### src/rtl/fetch_pkg.sv
// Shared types for the instruction-fetch front end: FSM states, fetch granule
// and the queue entry layout at the block's native 16-bit widths.
package fetch_pkg;

    typedef enum logic [1:0] {
        RUN    = 2'd0,
        DRAIN  = 2'd1,
        HALTED = 2'd2
    } fetch_state_e;

    localparam int INSTR_BYTES = 2;
    localparam int FQ_PC_W     = 16;
    localparam int FQ_INSTR_W  = 16;

    typedef struct packed {
        logic [FQ_INSTR_W-1:0] instr;
        logic [FQ_PC_W-1:0]    pc;
    } fetch_entry_t;

endpackage

### src/rtl/fetch_queue_if.sv
// Memory-request, decode-handshake and control bundle of fetch_queue.
// master = fetch unit, slave = memory/decode/control environment.
interface fetch_queue_if #(
    parameter int PC_W    = 16,
    parameter int INSTR_W = 16
);
    logic               imem_req;
    logic [PC_W-1:0]    imem_addr;
    logic               imem_ready;
    logic               imem_rvalid;
    logic [INSTR_W-1:0] imem_rdata;
    logic               instr_valid;
    logic [INSTR_W-1:0] instr;
    logic [PC_W-1:0]    instr_pc;
    logic               instr_ready;
    logic               redirect;
    logic [PC_W-1:0]    redirect_pc;
    logic               halt;
    logic               halted;
    logic               err;

    modport master (
        output imem_req, imem_addr, instr_valid, instr, instr_pc, halted, err,
        input  imem_ready, imem_rvalid, imem_rdata, instr_ready, redirect, redirect_pc, halt
    );

    modport slave (
        input  imem_req, imem_addr, instr_valid, instr, instr_pc, halted, err,
        output imem_ready, imem_rvalid, imem_rdata, instr_ready, redirect, redirect_pc, halt
    );
endinterface

### src/rtl/fetch_fifo.sv
// Synchronous FIFO with occupancy count and a flush that wins over everything.
// Storage resets to zero so the head reads as zero out of reset.
module fetch_fifo #(
    parameter int WIDTH = 32,
    parameter int DEPTH = 4
) (
    input  logic                       clk,
    input  logic                       rst,
    input  logic                       flush,
    input  logic                       wr_en,
    input  logic [WIDTH-1:0]           wr_data,
    input  logic                       rd_en,
    output logic [WIDTH-1:0]           rd_data,
    output logic [$clog2(DEPTH+1)-1:0] count,
    output logic                       full,
    output logic                       empty
);
    localparam int AW = $clog2(DEPTH);
    localparam int CW = $clog2(DEPTH+1);

    logic [WIDTH-1:0] mem_r [DEPTH];
    logic [AW-1:0]    wr_ptr_r;
    logic [AW-1:0]    rd_ptr_r;
    logic [CW-1:0]    count_r;
    logic             do_wr_s;
    logic             do_rd_s;

    assign full    = (count_r == CW'(DEPTH));
    assign empty   = (count_r == CW'(0));
    assign count   = count_r;
    assign rd_data = mem_r[rd_ptr_r];
    // A full FIFO still takes a write when the head leaves in the same cycle
    assign do_wr_s = wr_en && (!full || rd_en);
    assign do_rd_s = rd_en && !empty;

    // Pointer and occupancy bookkeeping
    always_ff @(posedge clk or posedge rst) begin
        if (rst) begin
            wr_ptr_r <= AW'(0);
            rd_ptr_r <= AW'(0);
            count_r  <= CW'(0);
        end else if (flush) begin
            wr_ptr_r <= AW'(0);
            rd_ptr_r <= AW'(0);
            count_r  <= CW'(0);
        end else begin
            if (do_wr_s) wr_ptr_r <= wr_ptr_r + AW'(1);
            if (do_rd_s) rd_ptr_r <= rd_ptr_r + AW'(1);
            case ({do_wr_s, do_rd_s})
                2'b10:   count_r <= count_r + CW'(1);
                2'b01:   count_r <= count_r - CW'(1);
                default: count_r <= count_r;
            endcase
        end
    end

    // Entry storage
    always_ff @(posedge clk or posedge rst) begin
        if (rst) begin
            for (int i = 0; i < DEPTH; i++) mem_r[i] <= WIDTH'(0);
        end else if (do_wr_s && !flush) begin
            mem_r[wr_ptr_r] <= wr_data;
        end
    end
endmodule

### src/rtl/fetch_queue.sv
// Instruction-fetch front end: registered fetch PC, in-order response queue,
// redirect/halt with response discard. Optional FETCH_BYPASS_EN: zero-latency bypass.
module fetch_queue
    import fetch_pkg::*;
#(
    parameter int PC_W     = 16,
    parameter int INSTR_W  = 16,
    parameter int DEPTH    = 4,
    parameter int RESET_PC = 0
) (
    input  logic           clk,
    input  logic           rst,
    fetch_queue_if.master  bus
);
    localparam int CW = $clog2(DEPTH+1);
    localparam int EW = INSTR_W + PC_W;

    fetch_state_e     state_r;
    logic             halted_r;
    logic             err_r;
    logic [PC_W-1:0]  pc_r;
    logic [PC_W-1:0]  resp_pc_r;
    logic [CW-1:0]    outstanding_r;
    logic [CW-1:0]    discard_r;
    logic [CW-1:0]    outstanding_next_s;
    logic [CW-1:0]    occupancy_s;
    logic [CW:0]      inflight_s;
    logic             req_s;
    logic             accept_s;
    logic             resp_s;
    logic             flush_s;
    logic             keep_s;
    logic             wr_s;
    logic             rd_s;
    logic             overflow_s;
    logic             fifo_full_s;
    logic             fifo_empty_s;
    logic [EW-1:0]    head_s;

    // Request gating: room for every request in flight, never during a redirect
    always_comb begin
        inflight_s = {1'b0, occupancy_s} + {1'b0, outstanding_r};
        if (state_r == RUN && !bus.redirect && inflight_s < (CW+1)'(DEPTH)) begin
            req_s = 1'b1;
        end else begin
            req_s = 1'b0;
        end
    end

    assign accept_s = req_s && bus.imem_ready;
    assign resp_s   = bus.imem_rvalid && (outstanding_r != CW'(0));
    assign flush_s  = bus.redirect || (bus.halt && state_r == RUN);
    assign keep_s   = resp_s && (discard_r == CW'(0)) && !flush_s;

    // Outstanding count after this cycle's accept and response
    always_comb begin
        case ({accept_s, resp_s})
            2'b10:   outstanding_next_s = outstanding_r + CW'(1);
            2'b01:   outstanding_next_s = outstanding_r - CW'(1);
            default: outstanding_next_s = outstanding_r;
        endcase
    end

`ifdef FETCH_BYPASS_EN
    logic bypass_s;
    assign bypass_s        = keep_s && fifo_empty_s;
    assign wr_s            = keep_s && !(bypass_s && bus.instr_ready);
    assign rd_s            = !fifo_empty_s && bus.instr_ready;
    assign bus.instr_valid = !fifo_empty_s || bypass_s;
    assign bus.instr       = fifo_empty_s ? bus.imem_rdata : head_s[EW-1:PC_W];
    assign bus.instr_pc    = fifo_empty_s ? resp_pc_r : head_s[PC_W-1:0];
`else
    assign wr_s            = keep_s;
    assign rd_s            = !fifo_empty_s && bus.instr_ready;
    assign bus.instr_valid = !fifo_empty_s;
    assign bus.instr       = head_s[EW-1:PC_W];
    assign bus.instr_pc    = head_s[PC_W-1:0];
`endif

    assign overflow_s    = wr_s && fifo_full_s && !rd_s;
    assign bus.imem_req  = req_s;
    assign bus.imem_addr = pc_r;
    assign bus.halted    = halted_r;
    assign bus.err       = err_r;

    fetch_fifo #(
        .WIDTH (EW),
        .DEPTH (DEPTH)
    ) u_fifo (
        .clk     (clk),
        .rst     (rst),
        .flush   (flush_s),
        .wr_en   (wr_s),
        .wr_data ({bus.imem_rdata, resp_pc_r}),
        .rd_en   (rd_s),
        .rd_data (head_s),
        .count   (occupancy_s),
        .full    (fifo_full_s),
        .empty   (fifo_empty_s)
    );

    // Fetch PC, and PC of the next response that will be kept
    always_ff @(posedge clk or posedge rst) begin
        if (rst) begin
            pc_r      <= PC_W'(RESET_PC);
            resp_pc_r <= PC_W'(RESET_PC);
        end else if (bus.redirect) begin
            pc_r      <= bus.redirect_pc;
            resp_pc_r <= bus.redirect_pc;
        end else begin
            if (accept_s) pc_r <= pc_r + PC_W'(INSTR_BYTES);
            if (keep_s)   resp_pc_r <= resp_pc_r + PC_W'(INSTR_BYTES);
        end
    end

    // In-flight and discard counters; a flush discards everything still in flight
    always_ff @(posedge clk or posedge rst) begin
        if (rst) begin
            outstanding_r <= CW'(0);
            discard_r     <= CW'(0);
        end else begin
            outstanding_r <= outstanding_next_s;
            if (flush_s) begin
                discard_r <= outstanding_next_s;
            end else if (resp_s && discard_r != CW'(0)) begin
                discard_r <= discard_r - CW'(1);
            end else begin
                discard_r <= discard_r;
            end
        end
    end

    // Fetch FSM; halt takes the state when it coincides with a redirect
    always_ff @(posedge clk or posedge rst) begin
        if (rst) begin
            state_r  <= RUN;
            halted_r <= 1'b0;
        end else begin
            case (state_r)
                RUN: begin
                    state_r  <= bus.halt ? DRAIN : RUN;
                    halted_r <= 1'b0;
                end
                DRAIN: begin
                    if (bus.redirect && bus.halt) begin
                        state_r  <= DRAIN;
                        halted_r <= 1'b0;
                    end else if (bus.redirect) begin
                        state_r  <= RUN;
                        halted_r <= 1'b0;
                    end else if (outstanding_next_s == CW'(0)) begin
                        state_r  <= HALTED;
                        halted_r <= 1'b1;
                    end else begin
                        state_r  <= DRAIN;
                        halted_r <= 1'b0;
                    end
                end
                HALTED: begin
                    if (bus.redirect) begin
                        state_r  <= bus.halt ? DRAIN : RUN;
                        halted_r <= 1'b0;
                    end else begin
                        state_r  <= HALTED;
                        halted_r <= 1'b1;
                    end
                end
                default: begin
                    state_r  <= RUN;
                    halted_r <= 1'b0;
                end
            endcase
        end
    end

    // Sticky error: orphan response, misaligned redirect, queue overflow
    always_ff @(posedge clk or posedge rst) begin
        if (rst) begin
            err_r <= 1'b0;
        end else if ((bus.imem_rvalid && outstanding_r == CW'(0)) ||
                     (bus.redirect && bus.redirect_pc[0]) || overflow_s) begin
            err_r <= 1'b1;
        end else begin
            err_r <= err_r;
        end
    end
endmodule

### src/flat_wrapper.sv
// flat-port wrapper written by rule: the top's interface ports become plain ports
module fetch_queue_flat import fetch_pkg::*;
#(
    parameter int PC_W     = 16,
    parameter int INSTR_W  = 16,
    parameter int DEPTH    = 4,
    parameter int RESET_PC = 0
)
  (clk, rst, bus_imem_req, bus_imem_addr, bus_instr_valid, bus_instr, bus_instr_pc, bus_halted, bus_err, bus_imem_ready, bus_imem_rvalid, bus_imem_rdata, bus_instr_ready, bus_redirect, bus_redirect_pc, bus_halt);
  fetch_queue_if #(.PC_W(PC_W), .INSTR_W(INSTR_W)) bus_i ();
  input  logic clk;
  input  logic rst;
  output wire logic [$bits(bus_i.imem_req)-1:0] bus_imem_req;
  output wire logic [$bits(bus_i.imem_addr)-1:0] bus_imem_addr;
  output wire logic [$bits(bus_i.instr_valid)-1:0] bus_instr_valid;
  output wire logic [$bits(bus_i.instr)-1:0] bus_instr;
  output wire logic [$bits(bus_i.instr_pc)-1:0] bus_instr_pc;
  output wire logic [$bits(bus_i.halted)-1:0] bus_halted;
  output wire logic [$bits(bus_i.err)-1:0] bus_err;
  input wire logic [$bits(bus_i.imem_ready)-1:0] bus_imem_ready;
  input wire logic [$bits(bus_i.imem_rvalid)-1:0] bus_imem_rvalid;
  input wire logic [$bits(bus_i.imem_rdata)-1:0] bus_imem_rdata;
  input wire logic [$bits(bus_i.instr_ready)-1:0] bus_instr_ready;
  input wire logic [$bits(bus_i.redirect)-1:0] bus_redirect;
  input wire logic [$bits(bus_i.redirect_pc)-1:0] bus_redirect_pc;
  input wire logic [$bits(bus_i.halt)-1:0] bus_halt;
  assign bus_imem_req = bus_i.imem_req;
  assign bus_imem_addr = bus_i.imem_addr;
  assign bus_instr_valid = bus_i.instr_valid;
  assign bus_instr = bus_i.instr;
  assign bus_instr_pc = bus_i.instr_pc;
  assign bus_halted = bus_i.halted;
  assign bus_err = bus_i.err;
  assign bus_i.imem_ready = bus_imem_ready;
  assign bus_i.imem_rvalid = bus_imem_rvalid;
  assign bus_i.imem_rdata = bus_imem_rdata;
  assign bus_i.instr_ready = bus_instr_ready;
  assign bus_i.redirect = bus_redirect;
  assign bus_i.redirect_pc = bus_redirect_pc;
  assign bus_i.halt = bus_halt;
  fetch_queue #(.PC_W(PC_W), .INSTR_W(INSTR_W), .DEPTH(DEPTH), .RESET_PC(RESET_PC)) u_core (.clk(clk), .rst(rst), .bus(bus_i));
endmodule
### config.mk
export PLATFORM = sky130hd
export DESIGN_NAME = fetch_queue_flat
export DESIGN_NICKNAME = d
export VERILOG_FILES = /design/src/rtl/fetch_pkg.sv /design/src/rtl/fetch_queue_if.sv /design/src/rtl/fetch_fifo.sv /design/src/rtl/fetch_queue.sv /design/src/flat_wrapper.sv
export SDC_FILE = /design/constraint.sdc
export NUM_CORES = 1
export LEC_CHECK = 0
export CAP_MARGIN = 25
export CORE_ASPECT_RATIO = 1.5
export CORE_MARGIN = 2
export CORE_UTILIZATION = 60
export CTS_BUF_LIST = sky130_fd_sc_hd__clkbuf_8
export CTS_CLUSTER_DIAMETER = 150
export DETAILED_ROUTE_END_ITERATION = 12
export PLACE_DENSITY = 0.84
export SYNTH_ARGS = -nofsm -noshare
export SYNTH_HDL_FRONTEND = slang
export SYNTH_SLANG_ARGS = --single-unit
### constraint.sdc
create_clock -name clk -period 18.2 [get_ports clk]
set_input_delay 3.64 -clock clk [delete_from_list [all_inputs] [get_ports clk]]
set_output_delay 3.64 -clock clk [all_outputs]
set_load 0.01 [all_outputs]
== Yosys cells after proc, flatten, opt, wreduce, memory -nomap -nowiden ==
Index checks and enable logic that the tools add are counted.

* $add $sub $neg: 10
* Multiply operators: 0
* Divide/modulo/power cells: 0
* $lt $le $gt $ge: 4
* Equal/unequal tests: 7
* Shift-type cells: 0
* Multiplexer cells: 31
* Bitwise operators: 2
* Reductions and logical operators: 40

{| class="wikitable"
|+ Operators with widths
! operator !! count
|-
| 128-bit bitwise mux || 1
|-
| 32-bit two-way mux || 3
|-
| 32-bit binary-select mux with 2-bit select || 1
|-
| 32-bit demux with 2-bit select || 1
|-
| 16-bit two-way mux || 4
|-
| 16-bit by 2-bit adder with 16-bit output (second input constant) || 2
|-
| 1-bit logical AND || 18
|-
| 2-bit two-way mux || 8
|-
| 3-bit zero test || 4
|-
| 3-bit one-hot mux with 2 select lines || 2
|-
| 2-bit nonzero test || 5
|-
| 3-bit two-way mux || 3
|-
| 3-bit nonzero test || 3
|-
| 3-bit by 1-bit subtractor with 3-bit output (second input constant) || 3
|-
| 3-bit by 1-bit adder with 3-bit output (second input constant) || 2
|-
| 2-bit by 1-bit equality test with 1-bit output (second input constant) || 3
|-
| 2-bit equality test (second input constant) || 3
|-
| 3-bit >= comparator (second input constant) || 2
|-
| 1-bit two-way mux || 6
|-
| 2-bit inverter with 3-bit output || 2
|-
| 2-bit one-hot mux with 3 select lines || 1
|-
| 1-bit zero test || 5
|-
| 2-bit by 1-bit adder with 2-bit output (second input constant) || 2
|-
| 3-bit by 3-bit adder with 4-bit output || 1
|-
| other kinds (6) || 9
|}

* Register bits: 177
* Latch bits: 0
* Bits in writable memories: 0
* Bits in read-only memories: 0
* Logic and storage cells: 108
* Memories kept: 0

== Depth between registers and ports, before layout ==
Gate-level depths: netlist (run 1).

* Depth in word-level cells: 12
* Depth in mapped cells: 14

== By module ==
From an unflattened synthesis (run 1), not the netlist that was laid out.

* Cell total of the unflattened synthesis: 647
* Area, all modules: 8829.7 um2

{| class="wikitable"
|+ By module, submodules not included
! module !! times used !! cells an instance !! area each (um2) !! sequential area each (um2)
|-
| fetch_fifo || 1 || 374 || 6204.7 || 3378.2
|-
| fetch_queue || 1 || 273 || 2625.0 || 1051.0
|}

== Least setup slack after synthesis (run 1) ==
No wires, ideal clock.

* Path kind: input to output
* From: input port bus_redirect
* To: output port bus_imem_req
* Data arrival time: 4222 ps
* Data required time: 14560 ps
* Path slack: 10338 ps
* Cell stages on the path: 3
* Buffers on the path: 1
* Cells stage by stage: clkinv_1 -> clkbuf_1 -> and3_1

* Word-level cells in the longest chain between the ends: 4

{| class="wikitable"
|+ RTL lines
! element !! line !! source
|-
| from (decl) || flat_wrapper.sv:24 || <nowiki>input wire logic [$bits(bus_i.redirect)-1:0] bus_redirect;</nowiki>
|-
| 1-bit zero test || fetch_queue.sv:43 || <nowiki>if (state_r == RUN && !bus.redirect && inflight_s < (CW+1)'(DEPTH)) begin</nowiki>
|-
| 1-bit logical AND (2 in a row) || fetch_queue.sv:43 ||
|-
| 1-bit two-way mux || fetch_queue.sv:43 ||
|-
| to (decl) || flat_wrapper.sv:13 || <nowiki>output wire logic [$bits(bus_i.imem_req)-1:0] bus_imem_req;</nowiki>
|}

No other way between the ends.

== Worst setup path after layout (run 1) ==
Same ends and word-level chain as after synthesis.

==> flow_summary.yaml, run 1 <==
run_status:
  run_status: "finished, final reports clean"
cts:
  tritoncts_num_sinks: 177
  post_cts_buffers: 0
  htree_num_levels: 4
  clock_latency_ps: 460
  clockBufferDepth: 2
  cts-root-buf: "sky130_fd_sc_hd__clkbuf_8"
  path_clk_slew_ps: 80
  clock_tree_from_tritoncts: "built"
  tritoncts.num_buffers: 17
  cts-hold-fix-buffers: 0
  postCtsResizedCells: 0
floorplanning:
  ioPinCount: 91
  dieHeight_um: 151
  width_of_the_die_um: 102
  start_util: 0.618
  floorplan.rows: 53
  design.core.area_um2: 14100
  design.die.area_um2: 15500
sta:
  rsz0062_at_grt: "no"
  fin_skew_ps: 18.0
  tightestPinTransition_ps: 998
  clock.fmax_ghz: 0.107
  drv_slew: 0
  finalHoldViolCount: 0
  report.final.setup_viol: 0
  timing.max_slew.rel_slack: 0.334
  totalNegativeSetupSlack_ps: 0
  min_period_over_period: 0.514
  finalCriticalPeriod_ps: 9350
global_route:
  largest_net_degree_at_the_start_of_global_routing: 101
  overflow: 0
  global_route.usage.total: 0.260
  grt_first_pass_wirelength_um: 30700
  antenna_violations_before_repair: 0
  number_of_global_route_vias_before_repair: 6094
placement:
  area_after_detailed_placement_um2: 9620
  half_perimeter_wire_length_after_detailed_placement_um: 12300
  place_inst: 880
  port_buffers: 90
  gp_congestion: 0.830
min_path:
  hold-path-endpoint: "u_core.u_fifo.mem_r[8]$_DFFE_PP0P_"
  worstHoldPathType: "register to register"
  hold_path_startpoint: "u_core.u_fifo.mem_r[8]$_DFFE_PP0P_"
  hold-path-cell-count: 1
logic_synthesis:
  mean_cell_area_of_the_mapped_netlist_um2: 13.8
  compound_gate_portion_of_the_synthesized_area: 0.0657
  synth.lib_cells_used.distinct: 55
  synth_area_um2: 8680
  fraction_of_synthesis_flops_using_an_asynchronous_set_or_reset_pin: 1.00
  syn_nets: 688
  synthesis.instances: 631
  synthFlopType: "sky130_fd_sc_hd__dfrtp_1"
  basic_gate_share_of_the_synthesized_area_counting_and_or_nand_and_nor_cells: 0.0813
  synth-xor-area-share: 0.00807
  synth-seq-cells: 177
  synth_edf_count: 0
  post_synth_fa_ha_maj_area_fraction: 0.0277
  post_synth_mux_area_share: 0.269
  largest_family_of_logic_cells_by_synthesized_area: "multiplexers"
  ys_warn_count: 0
  synth.yosys.seq_area_share: 0.510
detailed_routing:
  final_antenna_net_count: 0
  dr.first_iter.drc_count: 239
  via_count: 5562
  drtPass1Iterations: 5
  route.detailed.drc: 0
  wl_per_instance_um: 20.3
  drt-total-wl_um: 18600
  avgViaCountPerCell: 6.10
critical_path:
  worst-endpoint-arrival_ps: 5710
  rr_startpoint: "u_core.outstanding_r[1]$_DFF_PP0_"
  kind_of_start_point_of_the_critical_path: "input port"
  crit_path_max_incr_delay_ps: 490
  critical_path.cell_chain: "clkdlybuf4s50_1 -> buf_4 -> clkinv_1 -> and3_1 -> clkdlybuf4s50_1"
  critPathMaxFanout: 30
  timing.critical_path.mode_cell: "sky130_fd_sc_hd__clkdlybuf4s50_1"
  timing.reg2reg.setup_slack_ps: 14590
  critPathSlowestCell: "sky130_fd_sc_hd__clkinv_1"
  endpoint_kind: "output port"
  critPathRequiredTime_ps: 14560
  worstReg2RegEnd: "u_core.state_r[1]$_DFF_PP0_"
  reg2reg_path_depth: 11
  worst-setup-path-type: "input port to output port"
layout:
  post_layout_nonfiller_instances: 912
  diodes: 0
  design.final.nets: 765
  synthToLayoutAreaGrowth_pct: 16.4
  final_cell_area_um2: 10100
  layout.cells.most_common: "sky130_fd_sc_hd__dfrtp_1"
  fraction_of_final_layout_cells_with_drive_strength_greater_than_1: 0.296
  most-common-layout-cells: "175 x sky130_fd_sc_hd__dfrtp_1, 96 x sky130_fd_sc_hd__mux2_2, 90 x sky130_fd_sc_hd__clkdlybuf4s50_1"
power:
  static-leakage-power_nw: 4.68
  power_report.internal_total_mw: 0.828
  switching_share: 0.295
  power.total_mw: 1.17
  power_frac_clock: 0.258
  irDropWorstVdd_uv: 71.3
  comb_power_share: 0.300
  seq_power_share: 0.442
  power.density_nw_per_um2: 116
  power_switching_mw: 0.347
flow_run:
  timing.max_cap.violations: 0
==> cells in the mapped netlist (3+ instances only) <==
cell	instances	area share
sky130_fd_sc_hd__and2_1	4	0.0029
sky130_fd_sc_hd__o211ai_1	7	0.0061
sky130_fd_sc_hd__nor3b_1	4	0.0035
sky130_fd_sc_hd__xor2_1	3	0.0030
sky130_fd_sc_hd__nor4_1	5	0.0036
sky130_fd_sc_hd__and3_1	7	0.0050
sky130_fd_sc_hd__xnor2_1	5	0.0050
sky130_fd_sc_hd__o21ai_0	18	0.010
sky130_fd_sc_hd__nand3_1	15	0.0086
sky130_fd_sc_hd__nand2_1	26	0.011
sky130_fd_sc_hd__buf_1	3	0.0013
sky130_fd_sc_hd__or3_1	11	0.0079
sky130_fd_sc_hd__nand2_4	4	0.0052
sky130_fd_sc_hd__and4_1	5	0.0050
sky130_fd_sc_hd__a21oi_1	10	0.0058
sky130_fd_sc_hd__nor2_1	15	0.0065
sky130_fd_sc_hd__nor3_1	9	0.0052
sky130_fd_sc_hd__mux2_2	96	0.12
sky130_fd_sc_hd__dfrtp_1	177	0.51
sky130_fd_sc_hd__inv_1	25	0.011
sky130_fd_sc_hd__nand4_1	8	0.0058
sky130_fd_sc_hd__buf_2	5	0.0029
sky130_fd_sc_hd__ha_1	16	0.023
sky130_fd_sc_hd__clkbuf_1	16	0.0069
sky130_fd_sc_hd__mux2_4	34	0.059
sky130_fd_sc_hd__buf_6	12	0.016
sky130_fd_sc_hd__a21o_1	5	0.0043
sky130_fd_sc_hd__o311ai_0	4	0.0040
sky130_fd_sc_hd__a221o_1	12	0.014
sky130_fd_sc_hd__o31ai_1	3	0.0026
sky130_fd_sc_hd__a31oi_1	7	0.0050
sky130_fd_sc_hd__mux4_2	32	0.083
==> cell type report <==
type | instances | area, µm²
Clock buffer | 20 | 275
Fill cell | 950 | 3950
Tap cell | 192 | 240
Sequential cell | 177 | 4430
Inverter | 26 | 103
Clock inverter | 11 | 178
Multi-Input combinational cell | 391 | 3920
Timing Repair Buffer | 95 | 958
==> state kept, by name (all words and copies together) (netlist names), 2 cells and up <==
| name | flops |
|---|---|
| u_core.u_fifo.rd_ptr_r | 2 |
| u_core.u_fifo.wr_ptr_r | 2 |
| u_core.outstanding_r | 3 |
| u_core.bus.imem_addr | 16 |
| u_core.u_fifo.mem_r | 128 |
| u_core.u_fifo.count | 3 |
| u_core.state_r | 2 |
| u_core.resp_pc_r | 16 |
| u_core.discard_r | 3 |
==> power by group through the flow <==
stage | clock (mW) | combinational (mW) | sequential [mW]
6_report | 0.303 | 0.352 | 0.519
5_1_grt | 0.325 | 0.384 | 0.528
4_1_cts | 0.309 | 0.355 | 0.518
3_5_place_dp | 0 | 0.354 | 0.525
3_3_place_gp | 0 | 0.341 | 0.518
2_1_floorplan | 0 | 0.228 | 0.504
==> through the flow <==
step / setup slack [ps] / utilization / hold slack [ps]
final: 8850 / 0.719 / 510
after global routing: 8730 / 0.719 / 523
after CTS: 8850 / 0.717 / 511
after detailed placement: 8860 / 0.685 / 487
after global placement: 8900 / 0.685 / 481
after floorplan: 9760 / - / 474
==> critical path, delay by kind of cell <==
family / cells / cell delay, ps
buf+inv: 4 / 1740
simple gates: 1 / 320
==> kinds of logic (layout without fill, tap and decap cells) <==
logic type,after synthesis,after routing
buffers and inverters,63,152
adder cells (fa/ha/maj),18,18
flip-flops,177,177
AO/OA/AOI/OAI,78,78
XOR/XNOR,8,8
multiplexers,164,164
AND/OR/NAND/NOR,123,123
==> routing by layer <==
layer / routed length (µm) / part of all wire / GRT usage / vias up
met5: 0 / 0 / 0 / -
met4: 290 / 0.016 / 0.0960 / 0
met3: 659 / 0.036 / 0.0429 / 25
met2: 10200 / 0.55 / 0.464 / 151
met1: 7390 / 0.40 / 0.313 / 2889
li1: - / - / - / 2497
==> how the worst max path moves through the flow <==
stage / start / cells after the start / to / slack [ps]
5_1_grt: bus_redirect / 5 / bus_imem_req / 8730
4_1_cts: bus_redirect / 5 / bus_imem_req / 8850
3_3_place_gp: bus_redirect / 5 / bus_imem_req / 8900
6_report: bus_redirect / 5 / bus_imem_req / 8850
3_5_place_dp: bus_redirect / 5 / bus_imem_req / 8860
2_1_floorplan: rst / 1 / u_core.bus.err$_DFFE_PP0P_ / 9760
Power figures use the tool's default switching activity.
==> inputs of run 2 (changes only) <==
- CORE_UTILIZATION: 60 -> 53
- PLACE_DENSITY: 0.84 -> 0.78
- clock period: 18.2 -> 7.9 ns (I/O delays scaled with it)
==> run 2 against run 1 <==
Sequential power increased by 130%. Setup slack got worse by 5900 ps. Via count decreased by 0.67%. Critical endpoint unchanged. Largest cell class unchanged.
==> flow_summary.yaml, run 2 (synthesis gave the netlist of run 1 again) <==
flow_run:
  timing.max_cap.violations: 0
cts:
  cts-root-buf: "sky130_fd_sc_hd__clkbuf_8"
  path_clk_slew_ps: 90
  htree_num_levels: 4
  postCtsResizedCells: 0
  tritoncts.num_buffers: 17
  cts-hold-fix-buffers: 0
  clockBufferDepth: 2
  post_cts_buffers: 0
  clock_latency_ps: 460
  tritoncts_num_sinks: 177
  clock_tree_from_tritoncts: "built"
sta:
  finalHoldViolCount: 0
  report.final.setup_viol: 0
  tightestPinTransition_ps: 966
  worst_hold_slack_ps: 498
  timing.max_slew.rel_slack: 0.356
  clock.fmax_ghz: 0.203
  rsz0062_at_grt: "no"
  drv_slew: 0
  totalNegativeSetupSlack_ps: 0
  min_period_over_period: 0.624
  fin_skew_ps: 12.9
  finalCriticalPeriod_ps: 4930
layout:
  largest_register: "u_core.u_fifo.mem_r"
  diodes: 0
  most-common-layout-cells: "175 x sky130_fd_sc_hd__dfrtp_1, 96 x sky130_fd_sc_hd__mux2_2, 90 x sky130_fd_sc_hd__clkdlybuf4s50_1"
  design.final.nets: 766
  final_cell_area_um2: 10100
  synthToLayoutAreaGrowth_pct: 15.9
  fraction_of_final_layout_cells_with_drive_strength_greater_than_1: 0.295
  largest_register_ff_count: 128
  layout.cells.most_common: "sky130_fd_sc_hd__dfrtp_1"
  post_layout_nonfiller_instances: 927
min_path:
  worstHoldPathType: "register to register"
critical_path:
  endpoint_kind: "output port"
  timing.critical_path.max_delay_family: "buffers and inverters"
  kind_of_start_point_of_the_critical_path: "input port"
  crit_path_max_incr_delay_ps: 470
  worst-endpoint-arrival_ps: 3350
  cp_num_buf_inv: 5
  worst-setup-path-type: "input port to output port"
  critical_path.cell_chain: "clkdlybuf4s50_1 -> buf_4 -> clkinv_1 -> buf_4 -> and3_1 -> clkdlybuf4s50_1"
  critPathSlowestCell: "sky130_fd_sc_hd__clkdlybuf4s50_1"
  critPathRequiredTime_ps: 6320
  critPathMaxFanout: 30
detailed_routing:
  dr.first_iter.drc_count: 386
  route.detailed.drc: 0
  drt-total-wl_um: 19000
  wl_per_instance_um: 20.5
  via_count: 5525
  final_antenna_net_count: 0
  drtPass1Iterations: 5
  avgViaCountPerCell: 5.96
power:
  static-leakage-power_nw: 4.66
  power.density_nw_per_um2: 261
  power_switching_mw: 0.795
  seq_power_share: 0.457
  power_report.internal_total_mw: 1.84
  irDropWorstVdd_uv: 158
  power.total_mw: 2.63
  comb_power_share: 0.310
  switching_share: 0.302
  power_frac_clock: 0.233
floorplanning:
  width_of_the_die_um: 109
  design.core.area_um2: 16100
  start_util: 0.539
  floorplan.rows: 57
  dieHeight_um: 161
  ioPinCount: 91
  design.die.area_um2: 17400
placement:
  area_after_detailed_placement_um2: 9650
  half_perimeter_wire_length_after_detailed_placement_um: 12900
  gp_congestion: 0.854
  place_inst: 895
  port_buffers: 90
global_route:
  grt_first_pass_wirelength_um: 31100
  largest_net_degree_at_the_start_of_global_routing: 109
  global_route.usage.total: 0.232
  antenna_violations_before_repair: 0
  overflow: 0
  number_of_global_route_vias_before_repair: 6055
run_status:
  run_status: "finished, final reports clean"
-- run 2: changes by cell type in the layout (fill, tap and decap cells not counted), sizes merged --
cell / delta
clkinv: +3
bufinv: -2
inv: -2
buf: +1
clkinvlp: +1
-- run 2: path summary, 6_finish.rpt --
path,from,endpoint,slack (ps),cells past startpoint
min,u_core.bus.err$_DFFE_PP0P_,u_core.bus.err$_DFFE_PP0P_,500,1
max,bus_redirect,bus_imem_req,2970,6
max in group asynchronous,rst,u_core.u_fifo.rd_ptr_r[1]$_DFFE_PP0P_,5090,3
max reg2reg,u_core.outstanding_r[1]$_DFF_PP0_,u_core.bus.halted$_DFF_PP0_,4360,11
min in group asynchronous,rst,u_core.u_fifo.mem_r[117]$_DFFE_PP0P_,1520,2
min reg2reg,u_core.bus.err$_DFFE_PP0P_,u_core.bus.err$_DFFE_PP0P_,500,1
-- run 2: metrics by stage --
stage / utilization / worst slack, ps
after CTS: 0.623 / 2970
after global routing: 0.625 / 2900
final: 0.625 / 2970
after floorplan: - / 1520
after detailed placement: 0.599 / 2880
after global placement: 0.599 / 2960
-- run 2: layout make-up --
cell class | instances | area, µm²
clock buffers | 20 | 275
clock inverters | 11 | 115
fillers | 1245 | 6050
inverters | 26 | 103
multi-input cells | 391 | 3920
flip-flops and latches | 177 | 4430
well taps | 206 | 258
repair buffers | 96 | 966
-- run 2: power by group through the flow --
stage / combinational [mW] / clock [mW] / sequential [mW]
3_3_place_gp: 0.790 / 0 / 1.20
5_1_grt: 0.886 / 0.669 / 1.22
6_report: 0.817 / 0.612 / 1.20
3_5_place_dp: 0.823 / 0 / 1.22
4_1_cts: 0.825 / 0.627 / 1.20
2_1_floorplan: 0.525 / 0 / 1.16
-- run 2: layer usage --
layer	vias up	global-route usage	wire, µm
met1	2833	0.285	7660
met5	-	0	0
met4	0	0.0711	333
met3	34	0.0475	797
met2	166	0.405	10200
li1	2492	-	-
